$ cat config.mk
export PLATFORM = sky130hd
export DESIGN_NAME = l15_transducer_arbiter
export DESIGN_NICKNAME = d
export VERILOG_FILES = /design/src/rtl/l15_transducer_arbiter.sv
export SDC_FILE = /design/constraint.sdc
export NUM_CORES = 1
export LEC_CHECK = 0
export BUFFER_PORTS_ARGS = -buffer_cell sky130_fd_sc_hd__clkbuf_2
export CAP_MARGIN = 10
export CELL_PAD_IN_SITES_DETAIL_PLACEMENT = 0
export CELL_PAD_IN_SITES_GLOBAL_PLACEMENT = 1
export CORE_AREA = 2 2 207 209
export CTS_CLUSTER_DIAMETER = 150
export DETAILED_ROUTE_END_ITERATION = 6
export DIE_AREA = 0 0 209 211
export PLACE_DENSITY = 0.71
export REMOVE_ABC_BUFFERS = 1
export SYNTH_ARGS = -nofsm -noshare
export SYNTH_HDL_FRONTEND = slang
export SYNTH_SLANG_ARGS = --single-unit
$ cat constraint.sdc
create_clock -name clk -period 2.7 [get_ports clk]
set_clock_uncertainty 0.15 [all_clocks]
set_input_delay 0.54 -clock clk [delete_from_list [all_inputs] [get_ports clk]]
set_output_delay 0.54 -clock clk [all_outputs]
set_load 0.005 [all_outputs]
$ cat src/rtl/l15_transducer_arbiter.sv
// l15_transducer_arbiter
// Shares the transducer->L1.5 request channel between the IFU and the LSU.
// One transaction is in flight at a time; grants alternate round-robin when
// both requesters are waiting. Interrupt returns are acknowledged in any
// state without disturbing the transaction, and a lost response is turned
// into an error response after TIMEOUT_CYCLES cycles in WAIT_RESP.
module l15_transducer_arbiter #(
    parameter int         TIMEOUT_CYCLES = 1024,
    parameter logic [3:0] INT_RET_TYPE   = 4'b0111
) (
    input  logic        clk,
    input  logic        nrst,

    input  logic        ifu_req_val,
    input  logic [39:0] ifu_req_addr,
    input  logic        lsu_req_val,
    input  logic [4:0]  lsu_req_rqtype,
    input  logic [2:0]  lsu_req_size,
    input  logic [39:0] lsu_req_addr,
    input  logic [63:0] lsu_req_data,

    output logic        ifu_req_ack,
    output logic        lsu_req_ack,
    output logic        ifu_resp_val,
    output logic        lsu_resp_val,
    output logic        resp_err,
    output logic [63:0] resp_data0,
    output logic [63:0] resp_data1,
    output logic        int_ret_pulse,

    output logic        transducer_l15_val,
    output logic [4:0]  transducer_l15_rqtype,
    output logic [2:0]  transducer_l15_size,
    output logic [39:0] transducer_l15_address,
    output logic [63:0] transducer_l15_data,
    output logic        transducer_l15_req_ack,

    input  logic        l15_transducer_ack,
    input  logic        l15_transducer_header_ack,
    input  logic        l15_transducer_val,
    input  logic [3:0]  l15_transducer_returntype,
    input  logic [63:0] l15_transducer_data_0,
    input  logic [63:0] l15_transducer_data_1
);

    typedef enum logic [1:0] {
        IDLE      = 2'd0,
        REQ       = 2'd1,
        WAIT_RESP = 2'd2
    } state_e;

    typedef enum logic {
        OWN_IFU = 1'b0,
        OWN_LSU = 1'b1
    } owner_e;

    localparam logic [4:0]  IFU_RQTYPE   = 5'b10000;
    localparam logic [2:0]  IFU_SIZE     = 3'b111;
    localparam logic [4:0]  LSU_STORE    = 5'b00001;
    localparam logic [3:0]  RET_LOAD     = 4'b0000;
    localparam logic [3:0]  RET_IFILL    = 4'b0001;
    localparam logic [3:0]  RET_STORE    = 4'b0100;
    localparam logic [15:0] TIMEOUT_LAST = 16'(TIMEOUT_CYCLES - 1);

    // Header ack carries no information this block needs.
    logic unused_header_ack;
    assign unused_header_ack = l15_transducer_header_ack;

    state_e      state_q, state_d;
    owner_e      owner_q, owner_d;
    owner_e      last_owner_q, last_owner_d;
    logic [15:0] cnt_q, cnt_d;

    logic        val_q, val_d;
    logic [4:0]  rqtype_q, rqtype_d;
    logic [2:0]  size_q, size_d;
    logic [39:0] addr_q, addr_d;
    logic [63:0] data_q, data_d;

    logic        ifu_req_ack_q, ifu_req_ack_d;
    logic        lsu_req_ack_q, lsu_req_ack_d;
    logic        ifu_resp_val_q, ifu_resp_val_d;
    logic        lsu_resp_val_q, lsu_resp_val_d;
    logic        resp_err_q, resp_err_d;
    logic [63:0] resp_data0_q, resp_data0_d;
    logic [63:0] resp_data1_q, resp_data1_d;
    logic        req_ack_q, req_ack_d;
    logic        int_pulse_q, int_pulse_d;

    logic        ret_seen;
    logic        ret_is_int;
    logic        grant_ifu;
    logic        grant_lsu;
    logic        delivering;
    logic [3:0]  expected_ret;

    // A held return is ignored while its acknowledge is on the wire, and the
    // IFU wins a tie only when the LSU was the last one served.
    always_comb begin
        ret_seen     = l15_transducer_val && !req_ack_q;
        ret_is_int   = (l15_transducer_returntype == INT_RET_TYPE);
        delivering   = ifu_resp_val_q || lsu_resp_val_q;
        grant_ifu    = ifu_req_val && (!lsu_req_val || (last_owner_q == OWN_LSU));
        grant_lsu    = lsu_req_val && !grant_ifu;
        expected_ret = RET_IFILL;
        if (owner_q == OWN_LSU) begin
            expected_ret = (rqtype_q == LSU_STORE) ? RET_STORE : RET_LOAD;
        end
    end

    // Next-state and output-register logic for the arbitration FSM.
    always_comb begin
        state_d        = state_q;
        owner_d        = owner_q;
        last_owner_d   = last_owner_q;
        cnt_d          = cnt_q;
        val_d          = val_q;
        rqtype_d       = rqtype_q;
        size_d         = size_q;
        addr_d         = addr_q;
        data_d         = data_q;
        ifu_req_ack_d  = 1'b0;
        lsu_req_ack_d  = 1'b0;
        ifu_resp_val_d = 1'b0;
        lsu_resp_val_d = 1'b0;
        resp_err_d     = 1'b0;
        resp_data0_d   = resp_data0_q;
        resp_data1_d   = resp_data1_q;
        req_ack_d      = 1'b0;
        int_pulse_d    = 1'b0;

        if (ret_seen && ret_is_int) begin
            req_ack_d   = 1'b1;
            int_pulse_d = 1'b1;
        end

        case (state_q)
            IDLE: begin
                if (!delivering && grant_ifu) begin
                    rqtype_d     = IFU_RQTYPE;
                    size_d       = IFU_SIZE;
                    addr_d       = ifu_req_addr;
                    data_d       = 64'd0;
                    owner_d      = OWN_IFU;
                    last_owner_d = OWN_IFU;
                    val_d        = 1'b1;
                    state_d      = REQ;
                end else if (!delivering && grant_lsu) begin
                    rqtype_d     = lsu_req_rqtype;
                    size_d       = lsu_req_size;
                    addr_d       = lsu_req_addr;
                    data_d       = lsu_req_data;
                    owner_d      = OWN_LSU;
                    last_owner_d = OWN_LSU;
                    val_d        = 1'b1;
                    state_d      = REQ;
                end
            end

            REQ: begin
                if (l15_transducer_ack) begin
                    val_d   = 1'b0;
                    cnt_d   = 16'd0;
                    state_d = WAIT_RESP;
                    if (owner_q == OWN_IFU) begin
                        ifu_req_ack_d = 1'b1;
                    end else begin
                        lsu_req_ack_d = 1'b1;
                    end
                end
            end

            WAIT_RESP: begin
                cnt_d = cnt_q + 16'd1;
                if (ret_seen && !ret_is_int) begin
                    resp_data0_d = l15_transducer_data_0;
                    resp_data1_d = l15_transducer_data_1;
                    req_ack_d    = 1'b1;
                    resp_err_d   = (l15_transducer_returntype != expected_ret);
                    state_d      = IDLE;
                    if (owner_q == OWN_IFU) begin
                        ifu_resp_val_d = 1'b1;
                    end else begin
                        lsu_resp_val_d = 1'b1;
                    end
                end else if (cnt_q == TIMEOUT_LAST) begin
                    resp_data0_d = 64'd0;
                    resp_data1_d = 64'd0;
                    resp_err_d   = 1'b1;
                    state_d      = IDLE;
                    if (owner_q == OWN_IFU) begin
                        ifu_resp_val_d = 1'b1;
                    end else begin
                        lsu_resp_val_d = 1'b1;
                    end
                end
            end

            default: begin
                state_d = IDLE;
                val_d   = 1'b0;
            end
        endcase
    end

    // State and output registers; reset aborts any transaction in flight.
    always_ff @(posedge clk or negedge nrst) begin
        if (!nrst) begin
            state_q        <= IDLE;
            owner_q        <= OWN_IFU;
            last_owner_q   <= OWN_LSU;
            cnt_q          <= 16'd0;
            val_q          <= 1'b0;
            rqtype_q       <= 5'd0;
            size_q         <= 3'd0;
            addr_q         <= 40'd0;
            data_q         <= 64'd0;
            ifu_req_ack_q  <= 1'b0;
            lsu_req_ack_q  <= 1'b0;
            ifu_resp_val_q <= 1'b0;
            lsu_resp_val_q <= 1'b0;
            resp_err_q     <= 1'b0;
            resp_data0_q   <= 64'd0;
            resp_data1_q   <= 64'd0;
            req_ack_q      <= 1'b0;
            int_pulse_q    <= 1'b0;
        end else begin
            state_q        <= state_d;
            owner_q        <= owner_d;
            last_owner_q   <= last_owner_d;
            cnt_q          <= cnt_d;
            val_q          <= val_d;
            rqtype_q       <= rqtype_d;
            size_q         <= size_d;
            addr_q         <= addr_d;
            data_q         <= data_d;
            ifu_req_ack_q  <= ifu_req_ack_d;
            lsu_req_ack_q  <= lsu_req_ack_d;
            ifu_resp_val_q <= ifu_resp_val_d;
            lsu_resp_val_q <= lsu_resp_val_d;
            resp_err_q     <= resp_err_d;
            resp_data0_q   <= resp_data0_d;
            resp_data1_q   <= resp_data1_d;
            req_ack_q      <= req_ack_d;
            int_pulse_q    <= int_pulse_d;
        end
    end

    assign ifu_req_ack            = ifu_req_ack_q;
    assign lsu_req_ack            = lsu_req_ack_q;
    assign ifu_resp_val           = ifu_resp_val_q;
    assign lsu_resp_val           = lsu_resp_val_q;
    assign resp_err               = resp_err_q;
    assign resp_data0             = resp_data0_q;
    assign resp_data1             = resp_data1_q;
    assign int_ret_pulse          = int_pulse_q;
    assign transducer_l15_val     = val_q;
    assign transducer_l15_rqtype  = rqtype_q;
    assign transducer_l15_size    = size_q;
    assign transducer_l15_address = addr_q;
    assign transducer_l15_data    = data_q;
    assign transducer_l15_req_ack = req_ack_q;

endmodule

Yosys cells after proc, flatten, opt, wreduce, memory -nomap -nowiden
Cells that the tools add are included.
{ "totals": {"output_inout_bits": 248, "wordCells": 96, "inputBits": 291, "regBits": 268} }
{ "op_classes": {"addsub": 1, "n_eq_ne": 9, "mux": 44, "bitwise": 1, "reduce_logical": 23} }
{ "op_table": {"columns": ["op", "count"], "rows": [
  ["$mux 64", 5],
  ["$mux 40", 2],
  ["$pmux 16 s2", 1],
  ["$mux 1", 22],
  ["$add 16x1->16 const B", 1],
  ["$eq 16x10->1 const B", 1],
  ["$mux 16", 1],
  ["$mux 2", 5],
  ["$mux 5", 2],
  ["$mux 3", 3],
  ["$logic_and 1x1->1", 7],
  ["$ne 3x3->1 const B", 2],
  ["$pmux 2 s3", 1],
  ["$reduce_and 2->1", 3],
  ["$reduce_and 3->1", 2],
  ["$reduce_bool 2->1", 3],
  ["$eq 5x1->1 const B", 1],
  ["$logic_not 1->1", 5],
  ["$eq 4x3->1 const B", 1],
  ["$mux 4", 1],
  ["$ne 4x4->1", 1],
  ["$pmux 1 s3", 1],
  ["$eq 2x1->1 const B", 1],
  ["$eq 2x2->1 const B", 1],
  ["4 further kinds", 5]
]} }

Longest topological paths before layout
{ "logic_depth": {"word_depth": 9, "mapped_depth": 8, "depth_no_buf": 5} }

Worst setup path after synthesis
No wires, ideal clock.
{ "synth_timing": {"path_kind": "input port to flip-flop", "from": "input lsu_req_val", "to": "register data_q[31] (netlist: transducer_l15_data[31])", "path_stages": 8, "arrival_time_ns": 1.929, "setup_slack_ns": 0.489, "setup_time_ns": 0.132, "t_required_ns": 2.418, "path_buffers": 4, "cell_sequence": "nor2_1 or4b_1 clkbuf_1 clkbuf_1 buf_2 buf_1 nand2_1 o21ai_1"} }
{ "synth_via": {"elab_chain_cells": 8, "word_cells_on_any_way": 10, "cone_classes": "mux (1); reduce/logical (9)"} }
{ "synth_lines": {"columns": ["element", "line", "rtl"], "rows": [
  ["start, declared", "16", "input logic lsu_req_val,"],
  ["$logic_not 1->1", "103", "grant_ifu = ifu_req_val && (!lsu_req_val || (last_owner_q == OWN_LSU));"],
  ["$logic_or 1x1->1", "103", null],
  ["$logic_and 1x1->1", "103", null],
  ["$logic_not 1->1", "104", "grant_lsu = lsu_req_val && !grant_ifu;"],
  ["$logic_and 1x1->1", "104", null],
  ["$logic_and 1x1->1", "148", "end else if (!delivering && grant_lsu) begin"],
  ["$reduce_bool 2->1 (no source line)", null, null],
  ["$reduce_and 2->1 (no source line)", null, null],
  ["end signal, assigned", "236", "data_q <= data_d;"],
  ["end, declared", "78", "logic [63:0] data_q, data_d;"]
]} }
Parallel ways exist; a longest one is shown, timed or not.
A chain may end at the register's enable or synchronous reset.

Worst setup path in the final report
{ "layout_timing": {"from": "register cnt_q[14]", "to": "register resp_data1_q[28] (netlist: resp_data1[28])"} }
{ "layout_via": {"elab_chain_cells": 3} }
{ "layout_lines": {"columns": ["element", "line", "rtl"], "rows": [
  ["start, declared", "72", "logic [15:0] cnt_q, cnt_d;"],
  ["start signal, assigned", "231", "cnt_q <= cnt_d;"],
  ["$eq 16x10->1", "186", "end else if (cnt_q == TIMEOUT_LAST) begin"],
  ["$reduce_bool 2->1 (no source line)", null, null],
  ["$reduce_and 2->1 (no source line)", null, null],
  ["end signal, assigned", "243", "resp_data1_q <= resp_data1_d;"],
  ["end, declared", "86", "logic [63:0] resp_data1_q, resp_data1_d;"]
]} }
Every way passes these cells.

==> impl_metrics.tcl <==
set metrics [dict create \
    layoutNonFillerInstCount 2013 \
    hold_violations 0 \
    yosysWarningCount 0 \
    path_clk_slew_ps 60 \
    max-cap-violations 0 \
    cp_cell_sequence "or4_1, nor4_2, o21ai_4, buf_12, a22o_1" \
    met2_length_mm 15.9 \
    post-dp-hpwl_mm 25.0 \
    finalCritPeriodShare 0.885 \
    dr.max_layer_used "met4" \
    cts_max_path_buffers 3 \
    synth_edf_count 0 \
    cts_max_level 1 \
    synth_cells 902 \
    die_w_um 209 \
    crit_fanout 102 \
    die_y_um 211 \
    tightest_slew_ps 721 \
    rows 75 \
    required_ps 3000 \
    rsz0062_at_grt "false" \
    wl_per_cell_um 16.6 \
    cts_tree "built" \
    grt_max_degree 163 \
    ff_latch_area_um2 6710 \
    place_congestion 0.799 \
    hold_ws_ps 34.7 \
    finalMaxSlewViolations 0 \
    multi_input_area_um2 3410 \
    syn2layout_area_growth_pct 43.8 \
    track_usage 0.147 \
    crit_arrival_ps 2690 \
    crit_path_end_kind "flip-flop" \
    cts.sinks 268 \
    fill_cells 4254 \
    irDropWorstVdd_uv 580 \
    worstRegToRegCells 5 \
    p_leak_uw 0.00791 \
    routed_via_density 4.43 \
    synthArstFlopShare 1.00 \
    dp.cells 1940 \
    pin_count 539 \
    rr_startpoint "cnt_q[14]$_DFFE_PN0P_" \
    antenna_found_initial 0 \
    avgSynthCellArea_um2 11.6 \
    critPathLaunch "cnt_q[14]$_DFFE_PN0P_" \
    synth_top_area_cell "dfrtp_1" \
    grt_pass1_vias 9181 \
    hold_class "primary input to flip-flop" \
    r2r_end "resp_data1[28]$_DFFE_PN0P_" \
    synth_ff_type "dfrtp_1" \
    finish.net_count 1742 \
    synth_area_um2 10400 \
    route.detailed.drc 0 \
    crit_path_end "resp_data1[28]$_DFFE_PN0P_" \
    p_per_area_nw_per_um2 1100 \
    drt_pass1_iterations 4 \
    status "completed" \
    post_cts_buffers 0 \
    setup_ws_ps 310 \
    die_area_um2 44100 \
    clk_latency_ps 550 \
    drt_wl_total_mm 33.5 \
    cts_made_buffers 31 \
    seq_area_frac_synth 0.642 \
    cts-resized-gates 0 \
    grt_pass1_wl_mm 51.9 \
    drt-initial-drc-count 558 \
    wl_met1_mm 14.3 \
    crit_path_top_delay_cell "or4_1" \
    vias 8913 \
    synth_top_area_share 0.640 \
    cts-root-buf "clkbuf_16" \
    setup_violations 0 \
    final_antenna_net_count 0 \
    crit_path_max_incr_delay_ps 560 \
    max_slew_margin 0.519 \
    antenna-diode-count 0 \
    crit_type "flip-flop to flip-flop" \
    met3_length_mm 2.67 \
    timing.final.crit_period_ps 2390 \
    coreArea_um2 41800 \
    ys_types 39 \
    reg2reg_slack_ps 310 \
    start_util 0.250 \
    p_total_uw 16500 \
    ys_ff_latch 268 \
    post-place-ws_ps 350 \
    crit_path_start_kind "flip-flop" \
    grt-ovfl-total 0 \
    portBuffers 537 \
    yosys-top-cells-area "dfrtp_1 (64%), a22o_1 (11%), nand2_1 (7.1%), o21ai_1 (5.6%), mux2i_1 (4.9%)" \
    max_freq_mhz 418 \
    drive_gt1_frac 0.422 \
]
-- critical path, delay by kind of cell (launching register included) --
kind	cells	cell delay [ps]
AND/OR/NAND/NOR	2	970
AO/OA/AOI/OAI	2	430
flip-flops	1	400
buffers and inverters	1	210
-- metal layers --
metal / up-vias / track usage
li1: 4275 / -
met1: 4196 / 0.187
met2: 397 / 0.250
met3: 45 / 0.0372
met4: 0 / 0.0414
met5: - / 0
-- Yosys cell counts, types with 2 or more instances --
cell / instances
and3_1: 2
inv_1: 3
nand2_1: 197
nand2b_1: 3
nor2_1: 17
buf_1: 2
nor3_1: 2
nor2b_1: 2
o21ai_1: 117
clkbuf_1: 51
a22o_1: 128
or4b_1: 2
mux2i_1: 51
xnor2_1: 2
nor4_1: 4
dfrtp_1: 267
and4_1: 2
nand3_1: 8
buf_6: 10
a21oi_1: 5
buf_2: 4
nand4_1: 6
-- cell type report --
type / count / share of cell area
multi-input cells: 563 / 0.227
inverters: 4 / 0.00100
repair buffers: 582 / 0.212
well taps: 539 / 0.0449
flip-flops and latches: 268 / 0.447
clock inverters: 10 / 0.00692
clock buffers: 47 / 0.0610
-- worst min-delay path by stage --
stage | slack, ps | startpoint | end | cells past startpoint
after detailed placement | 300 | last_owner_q$_DFFE_PN1P_ | last_owner_q$_DFFE_PN1P_ | 2
after global routing | 10 | lsu_req_data[26] | transducer_l15_data[26]$_DFFE_PN0P_ | 3
after global placement | 300 | last_owner_q$_DFFE_PN1P_ | last_owner_q$_DFFE_PN1P_ | 2
final | 30 | lsu_req_data[53] | transducer_l15_data[53]$_DFFE_PN0P_ | 3
after CTS | 0.0005 | l15_transducer_data_1[30] | resp_data1[30]$_DFFE_PN0P_ | 2
after floorplan | 90 | nrst | cnt_q[0]$_DFFE_PN0P_ | 0
-- flip-flops by register name (all words and copies together) (netlist names) --
name                    count
resp_data0                 64
int_ret_pulse               1
resp_data1                 64
owner_q                     1
transducer_l15_size         3
transducer_l15_data        64
state_q                     2
ifu_req_ack                 1
cnt_q                      16
transducer_l15_val          1
lsu_req_ack                 1
last_owner_q                1
transducer_l15_req_ack      1
transducer_l15_rqtype       5
transducer_l15_address     40
lsu_resp_val                1
ifu_resp_val                1
resp_err                    1
-- where the power goes --
group / switching [uW] / total (uW) / internal [uW] / leakage (uW)
Combinational: 2990 / 5740 / 2760 / 0.00399
Clock: 1640 / 4150 / 2510 / 0.000509
Sequential: 950 / 6640 / 5690 / 0.00341
Total: 5570 / 16500 / 11000 / 0.00791
-- layout by cell type, fill, tap and decap left out, types with 5 or more instances in the layout --
cell type and count:
a21oi_1 5, clkbuf_8 8, buf_4 20, o21ai_1 116, buf_12 9, nand4_1 6, clkbuf_16 31, nand3_1 7
nor2_1 17, clkbuf_1 8, dfrtp_1 267, clkinv_2 7, clkbuf_2 536, a22o_1 128, dlygate4sd3_1 16, nand2_1 197
mux2i_1 51
-- kinds of logic after synthesis --
kind of cell	after synthesis	share of synthesized area
simple gates	252	0.102
xor+xnor	2	0.00168
compound gates	257	0.171
buf+inv	71	0.0332
mux	51	0.0489
fa+ha+maj	1	0.00120
flops	268	0.642
-- stage by stage --
stage               setup TNS [ps]  instance area [um2]   util
global route                     0                15000  0.360
finish                           0                15000  0.360
detailed placement               0                13800  0.331
global placement                 0                13800  0.331
floorplan                  -923930                10100      -
CTS                              0                15000  0.360
-- timing repair --
action / in CTS / in global routing
hold buffers: 16 / 0
setup endpoints to repair: 0 / 0
hold endpoints to repair: 68 / 0
No activity file was read; power rests on OpenSTA's default activity.
